**src/rtl/icache_ctrl_pkg.sv**
```systemverilog
// Shared definitions for the instruction cache: word width, NOP encoding and miss-FSM states.
package icache_ctrl_pkg;

  localparam int unsigned WORD_W  = 32;
  localparam int unsigned STATE_W = 2;

  // addi x0, x0, 0
  localparam logic [WORD_W-1:0] ISA_NOP = 32'h0000_0013;

  typedef enum logic [STATE_W-1:0] {
    ICACHE_IDLE  = 2'd0,
    ICACHE_FETCH = 2'd1,
    ICACHE_FILL  = 2'd2
  } icache_state_e;

endpackage

```
**src/rtl/icache_ram.sv**
```systemverilog
// Tag+data line array: combinational read port for lookup, synchronous write port for refill.
module icache_ram
  import icache_ctrl_pkg::*;
#(
  parameter int unsigned LINES   = 16,
  parameter int unsigned INDEX_W = $clog2(LINES),
  parameter int unsigned TAG_W   = 28
) (
  input  logic               clk,
  input  logic [INDEX_W-1:0] raddr_i,
  output logic [TAG_W-1:0]   rtag_o,
  output logic [WORD_W-1:0]  rdata_o,
  input  logic               we_i,
  input  logic [INDEX_W-1:0] waddr_i,
  input  logic [TAG_W-1:0]   wtag_i,
  input  logic [WORD_W-1:0]  wdata_i
);

  logic [TAG_W-1:0]  tag_q  [LINES];
  logic [WORD_W-1:0] data_q [LINES];

  // Contents are qualified by the valid bits in the controller, so no reset here.
  always_ff @(posedge clk) begin
    if (we_i) begin
      tag_q[waddr_i]  <= wtag_i;
      data_q[waddr_i] <= wdata_i;
    end
  end

  assign rtag_o  = tag_q[raddr_i];
  assign rdata_o = data_q[raddr_i];

endmodule

```
**src/rtl/icache_ctrl.sv**
```systemverilog
// Direct-mapped, one-word-per-line instruction cache with a req/ack refill FSM.
module icache_ctrl
  import icache_ctrl_pkg::*;
#(
  parameter int unsigned LINES   = 16,
  parameter int unsigned INDEX_W = $clog2(LINES),
  parameter int unsigned TAG_W   = 32 - INDEX_W - 2
) (
  input  logic              clk,
  input  logic              reset,
  input  logic [WORD_W-1:0] pc,
  input  logic              en,
  input  logic              inval,
  output logic [WORD_W-1:0] insn,
  output logic              stall,
  output logic              mem_req,
  output logic [WORD_W-1:0] mem_addr,
  input  logic              mem_ack,
  input  logic [WORD_W-1:0] mem_rdata
);

  localparam int unsigned WADDR_W = WORD_W - 2;

  icache_state_e      state_q, state_d;
  logic [LINES-1:0]   valid_q, valid_d;
  logic               mem_req_q, mem_req_d;
  logic [WADDR_W-1:0] mem_addr_q, mem_addr_d;
  logic               drop_q, drop_d;

  logic [INDEX_W-1:0] idx_c;
  logic [TAG_W-1:0]   tag_c;
  logic [TAG_W-1:0]   rd_tag;
  logic [WORD_W-1:0]  rd_data;
  logic               hit_c;
  logic               ram_we_c;
  logic               unused_pc_bits;

  assign idx_c          = pc[INDEX_W+1:2];
  assign tag_c          = pc[WORD_W-1:INDEX_W+2];
  assign unused_pc_bits = ^pc[1:0];

  // Fill index/tag come from the registered word address, not the live pc.
  icache_ram #(
    .LINES   (LINES),
    .INDEX_W (INDEX_W),
    .TAG_W   (TAG_W)
  ) u_ram (
    .clk     (clk),
    .raddr_i (idx_c),
    .rtag_o  (rd_tag),
    .rdata_o (rd_data),
    .we_i    (ram_we_c),
    .waddr_i (mem_addr_q[INDEX_W-1:0]),
    .wtag_i  (mem_addr_q[WADDR_W-1:INDEX_W]),
    .wdata_i (mem_rdata)
  );

  assign hit_c = en && valid_q[idx_c] && (rd_tag == tag_c) && (state_q == ICACHE_IDLE);

  always_comb begin
    stall = (state_q == ICACHE_IDLE) ? (en && !hit_c) : 1'b1;
    insn  = hit_c ? rd_data : ISA_NOP;
  end

  assign mem_req  = mem_req_q;
  assign mem_addr = {mem_addr_q, 2'b00};

  always_ff @(posedge clk or negedge reset) begin
    if (!reset) begin
      state_q    <= ICACHE_IDLE;
      valid_q    <= '0;
      mem_req_q  <= 1'b0;
      mem_addr_q <= '0;
      drop_q     <= 1'b0;
    end else begin
      state_q    <= state_d;
      valid_q    <= valid_d;
      mem_req_q  <= mem_req_d;
      mem_addr_q <= mem_addr_d;
      drop_q     <= drop_d;
    end
  end

  always_comb begin
    state_d    = state_q;
    valid_d    = valid_q;
    mem_req_d  = mem_req_q;
    mem_addr_d = mem_addr_q;
    drop_d     = drop_q;
    ram_we_c   = 1'b0;

    unique case (state_q)
      ICACHE_IDLE: begin
        if (en && !hit_c) begin
          state_d    = ICACHE_FETCH;
          mem_req_d  = 1'b1;
          mem_addr_d = pc[WORD_W-1:2];
        end
      end
      ICACHE_FETCH: begin
        if (inval) drop_d = 1'b1;
        if (mem_ack) begin
          ram_we_c                          = 1'b1;
          valid_d[mem_addr_q[INDEX_W-1:0]]  = !drop_q;
          mem_req_d                         = 1'b0;
          state_d                           = ICACHE_FILL;
        end
      end
      ICACHE_FILL: begin
        state_d = ICACHE_IDLE;
        drop_d  = 1'b0;
      end
      default: state_d = ICACHE_IDLE;
    endcase

    // Invalidation wins over a fill landing in the same cycle.
    if (inval) valid_d = '0;
  end

endmodule

```
**config.mk**
```make
export PLATFORM = sky130hd
export DESIGN_NAME = icache_ctrl
export DESIGN_NICKNAME = d
export VERILOG_FILES = /design/src/rtl/icache_ctrl_pkg.sv /design/src/rtl/icache_ram.sv /design/src/rtl/icache_ctrl.sv
export SDC_FILE = /design/constraint.sdc
export NUM_CORES = 1
export LEC_CHECK = 0
export ABC_CLOCK_PERIOD_IN_PS = 9020
export CAP_MARGIN = 15
export CORE_MARGIN = 2
export CORE_UTILIZATION = 60
export CTS_CLUSTER_SIZE = 16
export DETAILED_ROUTE_END_ITERATION = 7
export PLACE_DENSITY_LB_ADDON = 0.1
export SLEW_MARGIN = 20
export SYNTH_ARGS = -nofsm -noshare
export SYNTH_HDL_FRONTEND = slang
export SYNTH_SLANG_ARGS = --single-unit
```
**constraint.sdc**
```tcl
create_clock -name clk -period 9.02 [get_ports clk]
set_input_delay 2.706 -clock clk [delete_from_list [all_inputs] [get_ports clk]]
set_output_delay 2.706 -clock clk [all_outputs]
set_load 0.01 [all_outputs]
```
# [Yosys cells after proc, flatten, opt, wreduce, memory -nomap -nowiden]
# Memories as Yosys holds them, arrays and structs flattened.
# Index checks and enable logic that the tools add are counted.
[op_classes] magnitude_cmp=3 eq_ne=6 n_mux=22 n_reduce_logical=17
[op_table] cell="16-bit 2-to-1 mux" n=3
[op_table] cell="32-bit 2-to-1 mux" n=1
[op_table] cell="26-bit equality test" n=1
[op_table] cell="16-bit bitwise mux" n=1
[op_table] cell="4-bit by 5-bit < comparator with 1-bit output, second input constant" n=2
[op_table] cell="1-bit 2-to-1 mux" n=10
[op_table] cell="2-bit AND reduction" n=4
[op_table] cell="2-bit nonzero test" n=4
[op_table] cell="1-bit logical AND" n=5
[op_table] cell="1-bit binary-select mux with 4-bit select" n=1
[op_table] cell="1-bit demux with 4-bit select" n=1
[op_table] cell="4-bit by 1-bit >= comparator with 1-bit output, second input constant" n=1
[op_table] cell="2-bit 2-to-1 mux" n=2
[op_table] cell="2-bit != test, second input constant" n=2
[op_table] cell="1-bit case mux with 2 select lines" n=2
[op_table] cell="2-bit case mux with 2 select lines" n=1
[op_table] cell="3-bit AND reduction" n=1
[op_table] cell="2-bit by 1-bit equality test with 1-bit output, second input constant" n=1
[op_table] cell="2-bit equality test, second input constant" n=1
[op_table] cell="1-bit zero test" n=2
[op_table] cell="2-bit zero test" n=1
[op_table] cell="2-bit by 1-bit != test with 1-bit output, second input constant" n=1
[totals] regBits=50 ramBits=928 input_bits=69 output_inout_bits=66 mem_count=2
[memory_table] name="u_ram.data_q" depth=16 word_bits=32 read_ports=1 rd_ports_with_merged_regs=0 wr=1 line_no="icache_ram.sv:20" rtl="logic [WORD_W-1:0] data_q [LINES];"
[memory_table] name="u_ram.tag_q" depth=16 word_bits=26 read_ports=1 rd_ports_with_merged_regs=0 wr=1 line_no="icache_ram.sv:19" rtl="logic [TAG_W-1:0] tag_q [LINES];"

# [Longest topological paths before layout]
# Gate-level depths: netlist of the first run.
[depth] word_depth=9 ltp_mapped=14

# [Modules after synthesis]
# From an unflattened synthesis of the first run, not the netlist that was laid out.
[unflattened] hier_cells=1688 hier_area_um2=37642.4
[by_module_without_submodules] module="icache_ram" instances=1 cells_each=1438 area_per_inst_um2=34730.8 seq_area_each_um2=27866.7
[by_module_without_submodules] module="icache_ctrl" instances=1 cells_each=250 area_per_inst_um2=2911.5 seq_area_each_um2=1251.2

# [Worst setup path after synthesis of the first run]
# Ideal clock, no wire load.
[synth_timing] path_kind="input-to-output" start="input port pc[4]" end="output port insn[0]" arrival_ns=5.433 t_required_ns=6.314 path_slack_ns=0.881 stages=12 path_buffers=4 cell_sequence="buf_2 -> buf_1 -> clkbuf_1 -> mux4_2 -> a22oi_1 -> nand2_1 -> xnor2_1 -> and4b_1 -> nand4_1 -> or4_4 -> buf_6 -> or2_1"
[synth_between] elab_chain_len=6 elab_cells_between_ends=9
[synth_rtl] element="start: declaration" line_no="icache_ctrl.sv:11" rtl="input logic [WORD_W-1:0] pc,"
[synth_rtl] element="branches (longest 5 deep; another with memory 16 x 26 bit)"
[synth_rtl] element="32-bit 2-to-1 mux (*)" line_no="icache_ctrl.sv:62" rtl="insn = hit_c ? rd_data : ISA_NOP;"
[synth_rtl] element="end: declaration" line_no="icache_ctrl.sv:14" rtl="output logic [WORD_W-1:0] insn,"
# Every way passes the cells marked *. The select of a mux whose other input is x is not followed.

# [Final worst setup path of the first run]
[layout_timing] start="input port pc[2]" end="output port insn[30]"
# The elaborated chain is that of the path after synthesis.

==> results of run 1 <==
-- what timing repair did --
item | in CTS | in global routing
setup endpoints to repair | 20 | 22
pin swaps | 0 | 1
resized for setup | 11 | 25
cloned | 1 | 0
endpoints found under the hold margin | 0 | 0
-- power breakdown --
group / internal [µW] / switching (µW)
registers: 5430 / 291
clock network: 2230 / 1620
logic: 453 / 489
-- worst max-delay path, delay by kind of cell --
kind	cells	cell delay (ns)
buffers and inverters	4	1.09
AO/OA/AOI/OAI	3	0.59
multiplexers	1	0.67
AND/OR/NAND/NOR	4	1.09
-- sequential cells by signal (all words and copies together), names as in the netlist --
name and cells:
drop_q 1, mem_addr_q 30, mem_req 1, state_q 2
u_ram.data_q 512, u_ram.tag_q 416, valid_q 16
-- final cells by class --
class                   instances  area, µm²
multi-input cells             612       8790
inverters                       6       25.0
fillers                      3885      18700
flip-flops and latches        978      29100
diodes                          1       2.50
repair buffers                245       2380
well taps                     846       1060
clock buffers                 134       2710
clock inverters                41        338
-- cells in the mapped netlist (8+ instances only) --
master,number,area (µm²)
buf_2,24,120
edfxtp_1,928,27900
nand2_1,26,97.6
mux4_2,250,5630
o21ai_0,10,50.1
dfrtp_1,50,1250
and2b_2,8,70.1
buf_6,11,124
mux2_4,25,375
xor2_1,8,70.1
buf_4,11,82.6
mux2_2,10,113
mux2i_1,51,510
mux4_1,12,315
xnor2_1,11,96.3
a21oi_1,14,70.1
nor2_1,44,165
clkbuf_1,28,105
o22ai_1,12,75.1
nor2b_1,25,156
nor3_1,11,55.1
nand2b_1,14,87.6
-- cells by family after synthesis --
group / after synthesis / share of synthesized area
simple gates: 165 / 0.0239
compound gates: 75 / 0.0143
other cells: 1 / 0.0000980
flops: 978 / 0.761
buf+inv: 90 / 0.0143
mux: 351 / 0.182
xor+xnor: 19 / 0.00435
-- placed cells by master (no fill, tap or decap), drive strengths merged, types with 10 or more instances in the layout --
cell,Yosys,layout
a21oi,15,15
mux2i,51,51
mux2,38,38
xnor2,11,11
nand2,26,26
clkbuf,28,135
nand2b,14,14
edfxtp,928,928
clkdlybuf4s50,0,115
nor3,11,11
clkinv,0,28
mux4,262,262
o21ai,10,10
buf,55,119
dfrtp,50,50
nor2b,25,25
o22ai,12,12
nor2,44,44
-- path summary, 6_finish.rpt --
check,startpoint,slack (ns),end
max in group asynchronous,reset,6.22,valid_q[10]
setup reg to reg,u_ram.tag_q[7][11],5.44,mem_addr_q[4]
setup / recovery,pc[2],0.11,insn[30]
hold / removal,mem_req,0.49,mem_req
min in group asynchronous,reset,2.25,mem_addr_q[9]
hold reg to reg,mem_req,0.49,mem_req
-- through the flow --
step,setup slack (ns),hold WS [ns],utilization,total power (µW)
6_report,0.108,0.488,0.704,10500
5_1_grt,0.0252,0.518,0.704,10900
4_1_cts,0.0310,0.487,0.703,10600
3_5_place_dp,-0.104,0.467,0.653,6760
3_3_place_gp,-0.110,0.458,0.653,6710
2_1_floorplan,0.881,0.475,-,6230
-- routing by layer --
layer | track usage | routed length [µm]
met1 | 0.377 | 34800
met2 | 0.418 | 41600
met3 | 0.0503 | 5960
met4 | 0.0715 | 1720
met5 | 0 | 44
==> results.md, run 1 <==
* Status: complete, no violations
* Slew margin rel. at 0.308
* Drt via density at 6.38
* Global route overflow at 0
* Flip-flop cell with the highest count after synthesis: edfxtp_1
* Global-route wire length before repair at 124 mm
* Initial cell density of the core at 0.607
* Total DRC errors in the routed layout at 0
* Synthesized netlist cell count at 1679
* Area of the core region at 63100 µm²
* Vias in the first global route at 18739
* P&R area growth vs syn at 16.1%
* CTS clock-pin slew for the worst setup and hold paths at 0.06 ns
* Maximum buffer depth of the clock tree at 3
* Die ar. at 65800 µm²
* Setup TNS at 0 ns
* Synth warn at 0
* Count of different cell masters after synthesis at 66
* Final HPWL DP at 45.5 mm
* Final hold violation count at 0
* Number of placed instances, taps included at 2686
* Total power density per cell area at 237 nW/µm²
* Routed WL per cell at 29.4 µm
* Total of endpoints with negative setup slack in the final report at 0
* Final Cycle Share at 0.988
* Setup clock skew after layout at 0.0181 ns
* H-tree levels at 3
* Pre-Repair DR Iteration Count at 5
* Number of rows created at floorplan at 92
* Count of buffers from port buffering at 130
* RSZ-0062 raised after global routing: no
* Number of buffers added by the clock tree synthesis step at 96
* MaxCap Viol Count at 0
* Number of enable-type register cells in the synthesized netlist at 928
* Number of buffers inserted by hold repair at cts at 0
* Leakage power at 0.0146 µW
* Crit path capture type: output pin
* Number of cells on the worst hold path at 1
* Peak supply drop at 0.200 mV
* Clock latency of the later-clocked register in the worst-skew pair at 0.65 ns
* Type of the worst setup path: primary input to output pin
* Die outline height at 257 µm
* Die Width at 257 µm
* Maximum fanout along the worst path at 22
* Clock root buffer master: clkbuf_16
* I/O pins at 135
* Synthesized area divided by synthesized cell count at 22.8 µm²
* Length in cells of the worst reg-to-reg path at 10
* CP Data Arrival Time at 6.21 ns
* Sequential cell area fraction in the yosys report at 0.761
* Placed cell areas at 41200 µm²
* Worst-path cell with the longest stage delay: mux4_1
* Largest net degree at the start of global routing at 61
* Min-delay worst type: flop to flop
* Final Critical Period at 8.91 ns
* Antenna violations before repair at 5
* Share of final-layout standard cells stronger than drive strength 1 at 0.294
* Number of nets with antenna violations after routing at 0
* Highest clock frequency the design can meet at 112 MHz
* Vias after detailed routing at 18255
* Starting DRT DRC Count at 1839
* Routed WL at 84.2 mm
* Worst Max-Slew Pin Slew at 1.04 ns
* Final layout net count at 2008
* Synth Register Bits at 978
* Worst setup SP type: primary input
* Final cell count without fillers at 2863
* Global placer's final weighted congestion at 0.842
* Number of clock sinks seen by CTS at 978
* Required time of the worst setup path at 6.31 ns
* Cell area after technology mapping at 38300 µm²
* Post-CTS setup buffers at 0
* Share of flip-flops with an asynchronous set or reset after synthesis at 0.0511
* Post-route cell area at 44400 µm²
* GR Util All Layers at 0.261
* Worst-path cell chain: buf_16 > buf_6 > mux4_1 > a22o_1 > a21oi_1 > nor2_1 > nor3_1 > o211ai_1 > or4_4 > buf_12 > and2b_2 > clkdlybuf4s50_1
* Max-slew violation count at 0
* Clock tree from TritonCTS: done
* Delay of the slowest cell on the worst path at 0.67 ns
Note: power is estimated with default switching activity, not from simulation.
==> run 2, diff against run 1 <==
--- a/config.mk
+++ b/config.mk
@@ -14,3 +14,2 @@
 export PLACE_DENSITY_LB_ADDON = 0.1
-export SLEW_MARGIN = 20
 export SYNTH_ARGS = -nofsm -noshare
--- a/constraint.sdc
+++ b/constraint.sdc
@@ -3,2 +3,2 @@
 set_output_delay 2.706 -clock clk [all_outputs]
-set_load 0.01 [all_outputs]
+set_load 0.005 [all_outputs]
==> run 2 against run 1 <==
Net effect: combinational power decreased by 3.6%; clock power decreased by 2%; sequential power about the same; critical path depth unchanged; sequential cell count unchanged; non-clock buffer count decreased by 14; total power decreased by 0.91%.
==> results.md, run 2 (synthesis gave the netlist of run 1 again) <==
* Final layout net count at 1993 (was 2008)
* Vias in the first global route at 18691 (was 18739)
* Register with the most flip-flops: u_ram.data_q (unchanged)
* Required time of the worst setup path at 6.31 ns (about the same)
* Routed WL at 84.2 mm (about the same)
* RSZ-0062 raised after global routing: no (unchanged)
* Number of buffers inserted by hold repair at cts at 0 (unchanged)
* Slew margin rel. at 0.293 (was 0.308)
* Final cell count without fillers at 2849 (was 2863)
* Number of fillers in the final layout at 3864 (was 3885)
* Peak supply drop at 0.173 mV (was 0.200 mV)
* Number of rows created at floorplan at 92 (unchanged)
* Vias after detailed routing at 18098 (was 18255)
* Starting DRT DRC Count at 1839 (unchanged)
* Min-delay worst type: flop to flop (unchanged)
* Maximum buffer depth of the clock tree at 3 (unchanged)
* Met3 Routed Length at 6.11 mm (was 5.96 mm)
* I/O pins at 135 (unchanged)
* Global placer's final weighted congestion at 0.866 (was 0.842)
* Placed cell areas at 41000 µm² (was 41200 µm²)
* Final Critical Period at 8.93 ns (was 8.91 ns)
* P&R area growth vs syn at 15.6% (was 16.1%)
* Number of buffers added by the clock tree synthesis step at 95 (was 96)
* Drt via density at 6.35 (was 6.38)
* Worst setup SP type: primary input (unchanged)
* H-tree levels at 3 (unchanged)
* Die ar. at 65800 µm² (unchanged)
* Clock latency of the later-clocked register in the worst-skew pair at 0.64 ns (was 0.65 ns)
* Antenna violations before repair at 3 (was 5)
* Die Width at 257 µm (unchanged)
* Most frequent cells in the layout: edfxtp_1, mux4_2, clkdlybuf4s50_1, clkbuf_16, buf_4 (was edfxtp_1, mux4_2, clkdlybuf4s50_1, buf_4, clkbuf_16)
* WL met1 at 33.8 mm (was 34.8 mm)
* Largest registers in the final layout: u_ram.data_q (512), u_ram.tag_q (416), mem_addr_q (30) (unchanged)
* Worst Max-Slew Pin Slew at 1.06 ns (was 1.04 ns)
* Final hold violation count at 0 (unchanged)
* Clock root buffer master: clkbuf_16 (unchanged)
* CP Data Arrival Time at 6.22 ns (was 6.21 ns)
* Setup clock skew after layout at 0.0153 ns (was 0.0181 ns)
* Max-slew violation count at 0 (unchanged)
* Type of the worst setup path: primary input to output pin (unchanged)
* Global route overflow at 0 (unchanged)
* Number of placed instances, taps included at 2667 (was 2686)
* Count of buffers from port buffering at 130 (unchanged)
* Leading cell type in the layout, fill and taps excluded: edfxtp_1 (unchanged)
* Total of endpoints with negative setup slack in the final report at 0 (unchanged)
* Setup TNS at 0 ns (unchanged)
* Max reg flops at 512 (unchanged)
* Clock tree from TritonCTS: done (unchanged)
* Largest net degree at the start of global routing at 51 (was 61)
* Highest clock frequency the design can meet at 112 MHz (about the same)
* Area of the core region at 63100 µm² (unchanged)
* Initial cell density of the core at 0.607 (unchanged)
* Share of final-layout standard cells stronger than drive strength 1 at 0.285 (was 0.294)
* Status: complete, no violations (unchanged)
* Routed WL per cell at 29.6 µm (was 29.4 µm)
* Sum of met2 wire segment lengths after detailed routing at 42.7 mm (was 41.6 mm)
* Crit path capture type: output pin (unchanged)
* Final Cycle Share at 0.990 (was 0.988)
* GR Util All Layers at 0.261 (about the same)
* Post-route cell area at 44200 µm² (was 44400 µm²)
* Total power density per cell area at 236 nW/µm² (was 237 nW/µm²)
* CTS clock-pin slew for the worst setup and hold paths at 0.06 ns (about the same)
* MaxCap Viol Count at 0 (unchanged)
* Leakage power at 0.0143 µW (was 0.0146 µW)
* Final HPWL DP at 45.0 mm (was 45.5 mm)
* Number of nets with antenna violations after routing at 0 (unchanged)
* Die outline height at 257 µm (unchanged)
* Number of clock sinks seen by CTS at 978 (unchanged)
* Power, Total at 10400 µW (was 10500 µW)
* Maximum fanout along the worst path at 23 (was 22)
* Pre-Repair DR Iteration Count at 7 (was 5)
* Final standard cell utilization of the core at 0.701 (was 0.704)
* Highest routed layer: met5 (unchanged)
* Global-route wire length before repair at 124 mm (about the same)
* Total DRC errors in the routed layout at 0 (unchanged)
## run 2: report_power, final
| group | total (µW) | switching, µW | internal (µW) |
|---|---|---|---|
| logic | 909 | 463 | 446 |
| registers | 5720 | 292 | 5430 |
| clock network | 3790 | 1600 | 2190 |
## run 2: worst max-delay path: stages
cell	delay, ns
buf_16	0.15
mux4_2	0.51
o22ai_1	0.19
nor3_1	0.09
xnor2_1	0.34
nand2_1	0.09
or4b_1	0.52
or4_4	0.57
buf_12	0.18
buf_12	0.17
nor2b_1	0.11
clkdlybuf4s50_1	0.51
## run 2: cell type report
class / instances / area (µm²) / area share
Sequential cell: 978 / 29100 / 0.658
Inverter: 6 / 25.0 / 0.000566
Multi-Input combinational cell: 612 / 8800 / 0.199
Timing Repair Buffer: 231 / 2240 / 0.0508
Antenna cell: 3 / 7.51 / 0.000170
Clock buffer: 128 / 2600 / 0.0589
Clock inverter: 45 / 375 / 0.00849
Tap cell: 846 / 1060 / 0.0239
## run 2: metrics by stage
stage                     setup WS, ns  hold slack [ns]
after floorplan                  0.908            0.474
after CTS                       0.0319            0.518
final                           0.0896            0.506
after global routing           0.00764            0.535
after global placement         -0.0613            0.461
after detailed placement        -0.115            0.501
## run 2: what timing repair did
| item | in CTS | in global routing |
|---|---|---|
| resized for setup | 6 | 16 |
| cloned | 1 | 1 |
| pin swaps | 0 | 2 |
| buffers inserted | 0 | 4 |
| setup endpoints to repair | 28 | 27 |
## run 2: final timing paths
| kind | startpoint | slack [ns] | end | cells past startpoint |
|---|---|---|---|---|
| hold / removal | mem_req | 0.51 | mem_req | 1 |
| max in group asynchronous | reset | 6.22 | mem_addr_q[7] | 2 |
| min in group asynchronous | reset | 2.22 | mem_addr_q[9] | 2 |
| setup reg to reg | u_ram.tag_q[1][17] | 5.52 | mem_addr_q[4] | 9 |
| hold reg to reg | mem_req | 0.51 | mem_req | 1 |
| setup / recovery | pc[2] | 0.09 | insn[17] | 12 |
## run 2: metal layers
layer,vias up,GRT usage
met3,127,0.0475
li1,7586,-
met4,2,0.0715
met5,-,0
met1,9665,0.369
met2,718,0.429
